`config.mk`:
```
export PLATFORM = sky130hd
export DESIGN_NAME = osa_input_skewer_flat
export DESIGN_NICKNAME = d
export VERILOG_FILES = /design/src/rtl/osa_input_skewer_if.sv /design/src/rtl/osa_input_skewer.sv /design/src/flat_wrapper.sv
export SDC_FILE = /design/constraint.sdc
export NUM_CORES = 1
export LEC_CHECK = 0
export CAP_MARGIN = 20
export CORE_MARGIN = 5
export CORE_UTILIZATION = 50
export CTS_BUF_LIST = sky130_fd_sc_hd__clkbuf_2 sky130_fd_sc_hd__clkbuf_4 sky130_fd_sc_hd__clkbuf_8
export DETAILED_ROUTE_END_ITERATION = 10
export PLACE_DENSITY = 0.84
export REMOVE_ABC_BUFFERS = 1
export SYNTH_ARGS = -nofsm -noshare
export SYNTH_HDL_FRONTEND = slang
export SYNTH_SLANG_ARGS = --single-unit
```
`constraint.sdc`:
```
create_clock -name clk -period 2.5 [get_ports clk]
set_clock_uncertainty 0.15 [all_clocks]
set_input_delay 0.5 -clock clk [delete_from_list [all_inputs] [get_ports clk]]
set_output_delay 0.5 -clock clk [all_outputs]
set_load 0.02 [all_outputs]
```
`src/rtl/osa_input_skewer_if.sv`:
```
// Beat bus into the systolic-array input skewer: one A column and one B row per accepted beat.
interface osa_input_skewer_if #(
    parameter int unsigned N             = 4,
    parameter int unsigned IP_DATA_WIDTH = 8
);
    logic                       in_valid;
    logic                       in_ready;
    logic [N*IP_DATA_WIDTH-1:0] in_a;
    logic [N*IP_DATA_WIDTH-1:0] in_b;

    modport master (output in_valid, output in_a, output in_b, input in_ready);
    modport slave  (input in_valid, input in_a, input in_b, output in_ready);
endinterface

```
`src/rtl/osa_input_skewer.sv`:
```
// Input skewer for an N x N output-stationary systolic array: turns one A column / B row per
// beat into diagonal wavefronts on the row and column edges, zero-filling every idle slot.
module osa_input_skewer #(
    parameter int unsigned N             = 4,
    parameter int unsigned IP_DATA_WIDTH = 8,
    parameter int unsigned KW            = 8
) (
    input  logic                       clk,
    input  logic                       rst_n,
    input  logic                       start,
    input  logic [KW-1:0]              k_len,
    osa_input_skewer_if.slave          bus,
    output logic [N*IP_DATA_WIDTH-1:0] row_out,
    output logic [N*IP_DATA_WIDTH-1:0] col_out,
    output logic                       busy,
    output logic                       done
);
    localparam int unsigned W  = IP_DATA_WIDTH;
    localparam int unsigned DW = $clog2(2*N-1);
    localparam logic [DW-1:0] DRAIN_INIT = DW'(2*N-2);

    typedef enum logic [1:0] {IDLE, LOAD, DRAIN} state_t;

    state_t          state_q, state_d;
    logic [KW-1:0]   beat_cnt_q, beat_cnt_d;
    logic [DW-1:0]   drain_cnt_q, drain_cnt_d;
    logic            done_d;
    logic            in_ready_q, in_ready_d;
    logic            busy_d;
    logic            accept;

    assign bus.in_ready = in_ready_q;
    assign accept       = bus.in_valid & in_ready_q;

    // Next-state, counter and registered-output decode.
    always_comb begin
        state_d     = state_q;
        beat_cnt_d  = beat_cnt_q;
        drain_cnt_d = drain_cnt_q;
        done_d      = 1'b0;
        case (state_q)
            IDLE: begin
                if (start) begin
                    if (k_len != '0) begin
                        state_d    = LOAD;
                        beat_cnt_d = k_len;
                    end else begin
                        done_d = 1'b1;
                    end
                end
            end
            LOAD: begin
                if (accept) begin
                    beat_cnt_d = beat_cnt_q - KW'(1);
                    if (beat_cnt_q == KW'(1)) begin
                        state_d     = DRAIN;
                        drain_cnt_d = DRAIN_INIT;
                    end
                end
            end
            DRAIN: begin
                if (drain_cnt_q == '0) begin
                    state_d = IDLE;
                    done_d  = 1'b1;
                end else begin
                    drain_cnt_d = drain_cnt_q - DW'(1);
                end
            end
            default: state_d = IDLE;
        endcase
        in_ready_d = (state_d == LOAD);
        busy_d     = (state_d != IDLE);
    end

    // FSM state, counters and status outputs.
    always_ff @(posedge clk or negedge rst_n) begin
        if (!rst_n) begin
            state_q     <= IDLE;
            beat_cnt_q  <= '0;
            drain_cnt_q <= '0;
            in_ready_q  <= 1'b0;
            busy        <= 1'b0;
            done        <= 1'b0;
        end else begin
            state_q     <= state_d;
            beat_cnt_q  <= beat_cnt_d;
            drain_cnt_q <= drain_cnt_d;
            in_ready_q  <= in_ready_d;
            busy        <= busy_d;
            done        <= done_d;
        end
    end

    // Lane i is a (1+i)-deep shift register; the oldest slot drives the array edge.
    for (genvar i = 0; i < N; i++) begin : g_lane
        logic [W-1:0]         a_in;
        logic [W-1:0]         b_in;
        logic [(i+1)*W-1:0]   a_sh;
        logic [(i+1)*W-1:0]   b_sh;

        assign a_in = accept ? bus.in_a[i*W +: W] : '0;
        assign b_in = accept ? bus.in_b[i*W +: W] : '0;

        if (i == 0) begin : g_d1
            // Single-stage lane: capture the accepted element or a zero bubble.
            always_ff @(posedge clk or negedge rst_n) begin
                if (!rst_n) begin
                    a_sh <= '0;
                    b_sh <= '0;
                end else begin
                    a_sh <= a_in;
                    b_sh <= b_in;
                end
            end
        end else begin : g_dn
            // Multi-stage lane: new element enters the low slot, older ones move up.
            always_ff @(posedge clk or negedge rst_n) begin
                if (!rst_n) begin
                    a_sh <= '0;
                    b_sh <= '0;
                end else begin
                    a_sh <= {a_sh[i*W-1:0], a_in};
                    b_sh <= {b_sh[i*W-1:0], b_in};
                end
            end
        end

        assign row_out[i*W +: W] = a_sh[(i+1)*W-1 -: W];
        assign col_out[i*W +: W] = b_sh[(i+1)*W-1 -: W];
    end
endmodule

```
`src/flat_wrapper.sv`:
```
// flat-port wrapper written by rule: the top's interface ports become plain ports
module osa_input_skewer_flat 
#(
    parameter int unsigned N             = 4,
    parameter int unsigned IP_DATA_WIDTH = 8,
    parameter int unsigned KW            = 8
)
  (clk, rst_n, start, k_len, row_out, col_out, busy, done, bus_in_valid, bus_in_a, bus_in_b, bus_in_ready);
  osa_input_skewer_if #(.N(N), .IP_DATA_WIDTH(IP_DATA_WIDTH)) bus_i ();
  input  logic clk;
  input  logic rst_n;
  input  logic start;
  input  logic [KW-1:0] k_len;
  output logic [N*IP_DATA_WIDTH-1:0] row_out;
  output logic [N*IP_DATA_WIDTH-1:0] col_out;
  output logic busy;
  output logic done;
  input wire logic [$bits(bus_i.in_valid)-1:0] bus_in_valid;
  input wire logic [$bits(bus_i.in_a)-1:0] bus_in_a;
  input wire logic [$bits(bus_i.in_b)-1:0] bus_in_b;
  output wire logic [$bits(bus_i.in_ready)-1:0] bus_in_ready;
  assign bus_i.in_valid = bus_in_valid;
  assign bus_i.in_a = bus_in_a;
  assign bus_i.in_b = bus_in_b;
  assign bus_in_ready = bus_i.in_ready;
  osa_input_skewer #(.N(N), .IP_DATA_WIDTH(IP_DATA_WIDTH), .KW(KW)) u_core (.clk(clk), .rst_n(rst_n), .start(start), .k_len(k_len), .bus(bus_i), .row_out(row_out), .col_out(col_out), .busy(busy), .done(done));
endmodule
```
==> impl_metrics.tcl, run 1 <==
set metrics [dict create \
    outcome "complete, no violations" \
    ys_seq_area_share_pct 76.17 \
    die_h_um 117.5 \
    core_mm2 0.01137 \
    grt_usage_pct 16.99 \
    max-cap-violations 0 \
    yosysWarnings 0 \
    via_count 3191 \
    clk_pin_slew_ns 0.08 \
    syn2layout_area_growth_pct 28.26 \
    start_util_pct 50.85 \
    critPathLaunchType "flip-flop" \
    cts_tree "yes" \
    grt_pass1_vias 3514 \
    cts_sinks 176 \
    synth_edf_count 0 \
    cts_buffers 17 \
    gp_congestion 0.9130 \
    cp_cell_sequence "clkdlybuf4s50_1" \
    drt_iter0_drc 196 \
    tns_ns 0 \
    path_buf_inv 1 \
    fin_nets 576 \
    wl_met3_um 789 \
    setup_viol 0 \
    synth_cells 392 \
    hold_violations 0 \
    wl_met1_um 4191 \
    ant_nets 0 \
    fmax_mhz 434.9 \
    slew_headroom_pct 62.94 \
    critical_path_peak_fanout 19 \
    num_antenna_cells 0 \
    drive_gt1_share_pct 9.646 \
    grt_start_max_net_pins 64 \
    viasPerCell 4.902 \
    synthFlopType "dfrtp_1" \
    ys_types 42 \
    finalCritPeriodShare_pct 91.98 \
    placedCellCount 619 \
    crit_slowest_cell "clkdlybuf4s50_1" \
    grt_antenna_before_repair 0 \
    period_needed_ns 2.300 \
    p_per_area_mw_per_mm2 910.9 \
    total_power_mw 6.755 \
    worstPathRequired_ns 1.85 \
    clk_latency_ns 0.43 \
    drv_slew 0 \
    row_count 39 \
    top_layer_used "met4" \
    placed_cell_area_mm2 0.007027 \
    synth.avg_cell_area_um2 14.75 \
    htree_levels 4 \
    met2_length_um 5792 \
    post-route-util_pct 65.23 \
    async_flop_share_pct 100.0 \
    hold_class "reg2reg" \
    fillerInstances 801 \
    fin_area_mm2 0.007416 \
    critPathTopFamily "buffers and inverters" \
    firstDrtPassIters 4 \
    root_buffer "clkbuf_8" \
    cts_max_path_buffers 2 \
    grt_pass1_wl_um 18310 \
    fp.dieW_um 117.5 \
    dp_hpwl_um 7824 \
    irDropWorstVdd_mv 0.5560 \
    io_pins 143 \
    max_slew.worst_pin.slew_ns 0.5516 \
    drt_drc_violations_left 0 \
    cts_setup_buffers 0 \
    cp_slowest_stage_delay_ns 0.67 \
    dieArea_mm2 0.01381 \
    end_kind "output port" \
    synth-seq-cells 176 \
    stdcell_count 651 \
    worstSetupPathType "reg2out" \
    wl_um 10950 \
    grt_setup_unrepaired "false" \
    netlist_area_mm2 0.005782 \
    grt-ovfl-total 0 \
    worst-endpoint-arrival_ns 1.65 \
    port_buffers 142 \
    p_leak_nw 3.565 \
    wl_per_cell_um 16.82 \
]
## layout by cell type (no fill, tap or decap), types with 2 or more instances in the layout
| cell | synthesis | layout |
|---|---|---|
| dfrtp_1 | 176 | 175 |
| clkinv_4 | 0 | 2 |
| nand2_1 | 7 | 7 |
| clkinvlp_4 | 0 | 4 |
| inv_1 | 7 | 7 |
| nand2b_1 | 2 | 2 |
| clkdlybuf4s50_1 | 0 | 140 |
| nor2_1 | 8 | 8 |
| o22ai_1 | 2 | 2 |
| buf_4 | 48 | 8 |
| o21ai_0 | 8 | 8 |
| o31ai_1 | 2 | 2 |
| inv_6 | 0 | 4 |
| a21oi_1 | 9 | 9 |
| clkbuf_8 | 0 | 18 |
| or4_4 | 2 | 2 |
| and3_1 | 65 | 65 |
| o21a_1 | 3 | 3 |
| nand3_1 | 2 | 2 |
| or4_1 | 2 | 2 |
| ha_1 | 4 | 4 |
| nor3_1 | 3 | 3 |
## path summary, 6_finish.rpt
check	start	end	slack [ns]	cells past startpoint
setup / recovery	u_core.bus.in_ready	bus_in_ready	0.20	1
setup reg to reg	u_core.beat_cnt_q[3]	u_core.drain_cnt_q[2]	0.56	4
min in group asynchronous	rst_n	u_core.g_lane[3].a_sh[31]	0.44	2
hold reg to reg	u_core.g_lane[1].a_sh[6]	u_core.g_lane[1].a_sh[14]	0.19	0
hold / removal	u_core.g_lane[1].a_sh[6]	u_core.g_lane[1].a_sh[14]	0.19	0
max in group asynchronous	rst_n	u_core.g_lane[3].a_sh[17]	1.01	3
## synthesized netlist by cell type, drive strengths merged, types with 2 or more instances
cell type  instances  area share, %
dfrtp            176             76
and3              65            7.0
buf               49            6.3
clkbuf            18            1.2
a21oi              9           0.78
o21ai              9           0.78
nor2               8           0.52
inv                7           0.45
nand2              7           0.45
ha                 4           0.87
o21a               4           0.65
or4                4           0.65
nor3               3           0.26
nand2b             2           0.22
nand3              2           0.17
nor4               2           0.32
o22ai              2           0.22
o31ai              2           0.26
## sequential cells by signal (all words and copies together) (netlist names)
signal,cells
u_core.drain_cnt_q,3
u_core.bus.in_ready,1
u_core.beat_cnt_q,8
u_core.busy,1
u_core.state_q,2
u_core.done,1
u_core.g_lane.b_sh,80
u_core.g_lane.a_sh,80
## cells by family after synthesis
family	after synthesis	synth area share, %
buffers and inverters	74	7.942
AND/OR/NAND/NOR	103	10.99
XOR/XNOR	1	0.1515
AO/OA/AOI/OAI	34	3.874
adder cells (fa/ha/maj)	4	0.8656
flip-flops	176	76.17
## power breakdown
| group | internal, mW | switching [mW] |
|---|---|---|
| logic | 0.662 | 0.722 |
| clock network | 0.841 | 0.976 |
| registers | 3.32 | 0.230 |
## through the flow
stage	setup WS (ns)	hold WS (ns)
floorplan	0.3772	0.05441
CTS	0.1399	0.1984
global placement	0.04421	0.1811
global route	0.1042	0.2027
finish	0.2004	0.1944
detailed placement	-0.04840	0.1847
## area by class of cell
cell class,count,area [um^2],area share (%)
clock inverter,12,123.9,1.670
tap,143,178.9,2.413
timing repair buffer,152,1508,20.33
inverter,7,26.28,0.3543
sequential,176,4405,59.41
multi-input combinational,142,918.4,12.38
clock buffer,19,255.2,3.442
## repair_timing
action / 4_1_cts / 5_1_grt
endpoints found under the hold margin: 54 / 0
resized for setup: 0 / 0
hold buffers: 1 / 0
## layer usage
metal	vias to the layer above	GRT usage, %
li1	1482	-
met1	1571	19.71
met2	120	28.57
met3	18	6.583
met4	0	6.452
met5	-	0
(Power assumes the default switching activity.)
==> run 2: changes to the inputs <==
--- a/config.mk
+++ b/config.mk
@@ -6,11 +6,12 @@
 export NUM_CORES = 1
 export LEC_CHECK = 0
 export CAP_MARGIN = 20
+export CORE_ASPECT_RATIO = 0.75
 export CORE_MARGIN = 5
 export CORE_UTILIZATION = 50
 export CTS_BUF_LIST = sky130_fd_sc_hd__clkbuf_2 sky130_fd_sc_hd__clkbuf_4 sky130_fd_sc_hd__clkbuf_8
 export DETAILED_ROUTE_END_ITERATION = 10
-export PLACE_DENSITY = 0.84
+export PLACE_DENSITY = 0.81
 export REMOVE_ABC_BUFFERS = 1
 export SYNTH_ARGS = -nofsm -noshare
 export SYNTH_HDL_FRONTEND = slang
==> run 2 against run 1 <==
Compared with the run above:
- largest cell class unchanged
- combinational power about the same
- non-clock buffer count up 2
- register-to-register slack worse by 0.06 ns
- power rose by 0.93%
- critical path type unchanged
- clock power is 3% higher
==> impl_metrics.tcl, run 2 (synthesized netlist as in run 1, its figures left out) <==
set metrics [dict create \
    die_h_um 103.1 \
    hold_class "reg2reg" \
    hold_violations 0 \
    dieArea_mm2 0.01384 \
    placed_cell_area_mm2 0.007068 \
    dp_hpwl_um 7399 \
    critPathTopFamily "buffers and inverters" \
    hold_ws_ns 0.1945 \
    path_buf_inv 1 \
    use_met1_pct 22.04 \
    wl_um 10750 \
    layout_commonest_cell "dfrtp_1" \
    critPathLaunchType "flip-flop" \
    grt_usage_pct 16.64 \
    worst-endpoint-arrival_ns 1.61 \
    cp_cell_sequence "clkdlybuf4s50_1" \
    num_antenna_cells 0 \
    final_cell_mix "175 x dfrtp_1, 140 x clkdlybuf4s50_1, 65 x and3_1" \
    via_count 3206 \
    timing.rr.end "u_core.drain_cnt_q[2]" \
    io_pins 143 \
    port_buffers 142 \
    end_kind "output port" \
    finalCritPeriodShare_pct 90.49 \
    worstPathRequired_ns 1.85 \
    gr-usage-met3_pct 5.024 \
    clk_pin_slew_ns 0.10 \
    drive_gt1_share_pct 10.18 \
    cts_buffers 17 \
    max-cap-violations 0 \
    grt-ovfl-total 0 \
    syn2layout_area_growth_pct 29.34 \
    grt_pass1_wl_um 17610 \
    fmax_mhz 442.0 \
    start_util_pct 50.52 \
    p_leak_nw 3.604 \
    critical_path_peak_fanout 18 \
    rr_worst_depth 4 \
    cts_sinks 176 \
    viasPerCell 4.895 \
    cp-startpoint "u_core.bus.in_ready" \
    crit_slowest_cell "clkdlybuf4s50_1" \
    grt_pass1_vias 3420 \
    crit_end "bus_in_ready" \
    setup_viol 0 \
    max_slew.worst_pin.slew_ns 0.6126 \
    wl_per_cell_um 16.41 \
    tns_ns 0 \
    fin_nets 578 \
    ant_nets 0 \
    core_mm2 0.01144 \
    cts_tree "yes" \
    clk_latency_ns 0.44 \
    top_regs "u_core.g_lane.a_sh (80), u_core.g_lane.b_sh (80), u_core.beat_cnt_q (8)" \
    drv_slew 0 \
    grt_use_met2_pct 26.49 \
    slew_headroom_pct 59.16 \
    r2r-start "u_core.beat_cnt_q[3]" \
    worstSetupPathType "reg2out" \
    firstDrtPassIters 4 \
    htree_levels 4 \
    outcome "complete, no violations" \
    cp_slowest_stage_delay_ns 0.66 \
    grt_antenna_before_repair 0 \
    rrSetupSlack_ns 0.50 \
    drt_drc_violations_left 0 \
    drt_iter0_drc 142 \
    total_power_mw 6.818 \
    p_per_area_mw_per_mm2 911.6 \
    fp.dieW_um 134.2 \
    row_count 34 \
    fin_area_mm2 0.007478 \
    grt_setup_unrepaired "false" \
    period_needed_ns 2.262 \
    hp-start "u_core.g_lane[3].a_sh[23]" \
    grt_start_max_net_pins 67 \
    gp_congestion 0.8554 \
    cts_max_path_buffers 2 \
    root_buffer "clkbuf_8" \
    cp.depth 1 \
    irDropWorstVdd_mv 0.4515 \
    grt-busiest-layer "met2" \
]
## run 2: worst min path at each step
stage	endpoint	slack (ns)	cells past startpoint
3_5_place_dp	u_core.g_lane[1].b_sh[10]	0.18	0
5_1_grt	u_core.g_lane[3].a_sh[12]	0.20	0
6_report	u_core.g_lane[3].a_sh[31]	0.19	0
2_1_floorplan	u_core.beat_cnt_q[0]	0.05	0
3_3_place_gp	u_core.g_lane[3].a_sh[21]	0.18	0
4_1_cts	u_core.g_lane[3].a_sh[31]	0.19	0
## run 2: layout make-up
cell class	instances	area, um^2
Multi-Input combinational cell	142	918.4
Fill cell	794	3965
Timing Repair Buffer	154	1548
Tap cell	144	180.2
Sequential cell	176	4405
Clock buffer	18	241.5
Clock inverter	14	158.9
Inverter	7	26.28
## run 2: repair_timing
action                    in CTS  in global routing
hold buffers                   1                  0
gates resized for setup        0                  0
hold endpoints to repair      60                  0
setup buffers                  0                  0
## run 2: metrics by stage
step / setup slack [ns] / instances / utilization, %
after floorplan: 0.3772 / 325 / -
after global placement: 0.04832 / 622 / 61.76
after detailed placement: 0.004061 / 622 / 61.76
after CTS: 0.1805 / 655 / 65.35
after global routing: 0.1404 / 655 / 65.35
final: 0.2377 / 655 / 65.35
## run 2: power by group
group          internal (mW)  switching (mW)
clock network          0.775            1.11
logic                  0.658           0.727
registers               3.32           0.226
## run 2: metal layers
layer | vias to the layer above | wire length (um)
li1 | 1484 | -
met1 | 1585 | 4654
met2 | 120 | 5209
met3 | 17 | 705
met4 | 0 | 179
met5 | - | 0
==> run 3: changes to the inputs <==
--- a/config.mk
+++ b/config.mk
@@ -13,6 +13,7 @@
 export DETAILED_ROUTE_END_ITERATION = 10
 export PLACE_DENSITY = 0.81
 export REMOVE_ABC_BUFFERS = 1
+export SKIP_CTS_REPAIR_TIMING = 1
 export SYNTH_ARGS = -nofsm -noshare
 export SYNTH_HDL_FRONTEND = slang
 export SYNTH_SLANG_ARGS = --single-unit
==> run 3 against run 2 <==
Compared with the run above:
- first-iteration DRC count is the same
- non-clock buffer count is the same
- sequential power about the same
- combinational power about the same
- design area stayed put
- largest cell class unchanged
- core utilization did not move
- flip-flop and latch count unchanged
- wire length about the same
- via count stayed put
- clock power about the same
- hold slack unchanged
- die area is the same
==> impl_metrics.tcl, run 3 (synthesized netlist as in run 1, its figures left out) <==
set metrics [dict create \
    clk_latency_ns 0.44 \
    pre_cts_ws_ns 0.004061 \
    cts_tree "yes" \
    grt_usage_pct 16.58 \
    cts_sinks 176 \
    layout_commonest_cell "dfrtp_1" \
    hold_class "reg2reg" \
    crit_slowest_cell "clkdlybuf4s50_1" \
    finalCritPeriodShare_pct 90.49 \
    htree_levels 4 \
    drv_slew 0 \
    grt_start_max_net_pins 67 \
    worstPathRequired_ns 1.85 \
    end_kind "output port" \
    num_antenna_cells 0 \
    fp.dieW_um 134.2 \
    via_count 3206 \
    hold_violations 0 \
    critPathTopFamily "buffers and inverters" \
    die_h_um 103.1 \
    core_mm2 0.01144 \
    critPathLaunchType "flip-flop" \
    grt_pass1_wl_um 17550 \
    max-cap-violations 0 \
    drt_iter0_drc 142 \
    p_per_area_mw_per_mm2 911.7 \
    stdcell_count 655 \
    ant_nets 0 \
    viasPerCell 4.895 \
    grt_pass1_vias 3406 \
    critical_path_peak_fanout 18 \
    setup_viol 0 \
    worst-endpoint-arrival_ns 1.61 \
    cts_buffers 17 \
    syn2layout_area_growth_pct 29.34 \
    io_pins 143 \
    dp_hpwl_um 7399 \
    cp_cell_sequence "clkdlybuf4s50_1" \
    top_regs "u_core.g_lane.a_sh (80), u_core.g_lane.b_sh (80), u_core.beat_cnt_q (8)" \
    fmax_mhz 442.0 \
    fin_nets 578 \
    gp_congestion 0.8554 \
    p_leak_nw 3.604 \
    clk_pin_slew_ns 0.10 \
    firstDrtPassIters 4 \
    placedCellCount 622 \
    grt_antenna_before_repair 0 \
    outcome "complete, no violations" \
    start_util_pct 50.52 \
    period_needed_ns 2.262 \
    total_power_mw 6.818 \
    final_cell_mix "175 x dfrtp_1, 140 x clkdlybuf4s50_1, 65 x and3_1" \
    drt_drc_violations_left 0 \
    row_count 34 \
    max_slew.worst_pin.slew_ns 0.6127 \
    grt-ovfl-total 0 \
    fin_ws_ns 0.2377 \
    cts_max_path_buffers 2 \
    fillerInstances 794 \
    wl_um 10750 \
    cp_slowest_stage_delay_ns 0.66 \
    drive_gt1_share_pct 10.18 \
    path_buf_inv 1 \
    dieArea_mm2 0.01384 \
    worstSetupPathType "reg2out" \
    slew_headroom_pct 59.15 \
    irDropWorstVdd_mv 0.4515 \
    grt_setup_unrepaired "false" \
    root_buffer "clkbuf_8" \
    tns_ns 0 \
    wl_per_cell_um 16.41 \
    port_buffers 142 \
]
run 3: power by group:
| group | switching [mW] | internal (mW) |
|---|---|---|
| clock network | 1.11 | 0.775 |
| registers | 0.226 | 3.32 |
| logic | 0.727 | 0.658 |
| total | 2.06 | 4.76 |
run 3: worst paths after layout:
check                                           from                   endpoint  slack [ns]  cells after the start
max                              u_core.bus.in_ready               bus_in_ready        0.24                      1
min                        u_core.g_lane[3].a_sh[23]  u_core.g_lane[3].a_sh[31]        0.19                      0
max reg2reg                     u_core.beat_cnt_q[3]      u_core.drain_cnt_q[2]        0.50                      4
min reg2reg                u_core.g_lane[3].a_sh[23]  u_core.g_lane[3].a_sh[31]        0.19                      0
max in group asynchronous                      rst_n        u_core.bus.in_ready        1.05                      3
min in group asynchronous                      rst_n  u_core.g_lane[2].b_sh[23]        0.47                      2
run 3: stage by stage:
stage | hold WS [ns] | util [%] | area [um^2]
floorplan | 0.05441 | - | 5349
global placement | 0.1814 | 61.76 | 7068
detailed placement | 0.1847 | 61.76 | 7068
CTS | -0.1158 | 65.26 | 7468
global route | 0.1994 | 65.35 | 7478
finish | 0.1945 | 65.35 | 7478
run 3: layer usage:
| metal | vias up | part of all wire [%] | GRT usage, % |
|---|---|---|---|
| li1 | 1484 | - | - |
| met1 | 1585 | 43 | 22.00 |
| met2 | 120 | 48 | 26.25 |
| met3 | 17 | 6.6 | 5.073 |
| met4 | 0 | 1.7 | 6.260 |
| met5 | - | 0 | 0 |
run 3: final cells by class:
| cell class | instances | area [um^2] | area share [%] |
|---|---|---|---|
| sequential | 176 | 4405 | 58.91 |
| timing repair buffer | 154 | 1548 | 20.70 |
| multi-input combinational | 142 | 918.4 | 12.28 |
| clock buffer | 18 | 241.5 | 3.229 |
| tap | 144 | 180.2 | 2.409 |
| clock inverter | 14 | 158.9 | 2.125 |
| inverter | 7 | 26.28 | 0.3513 |
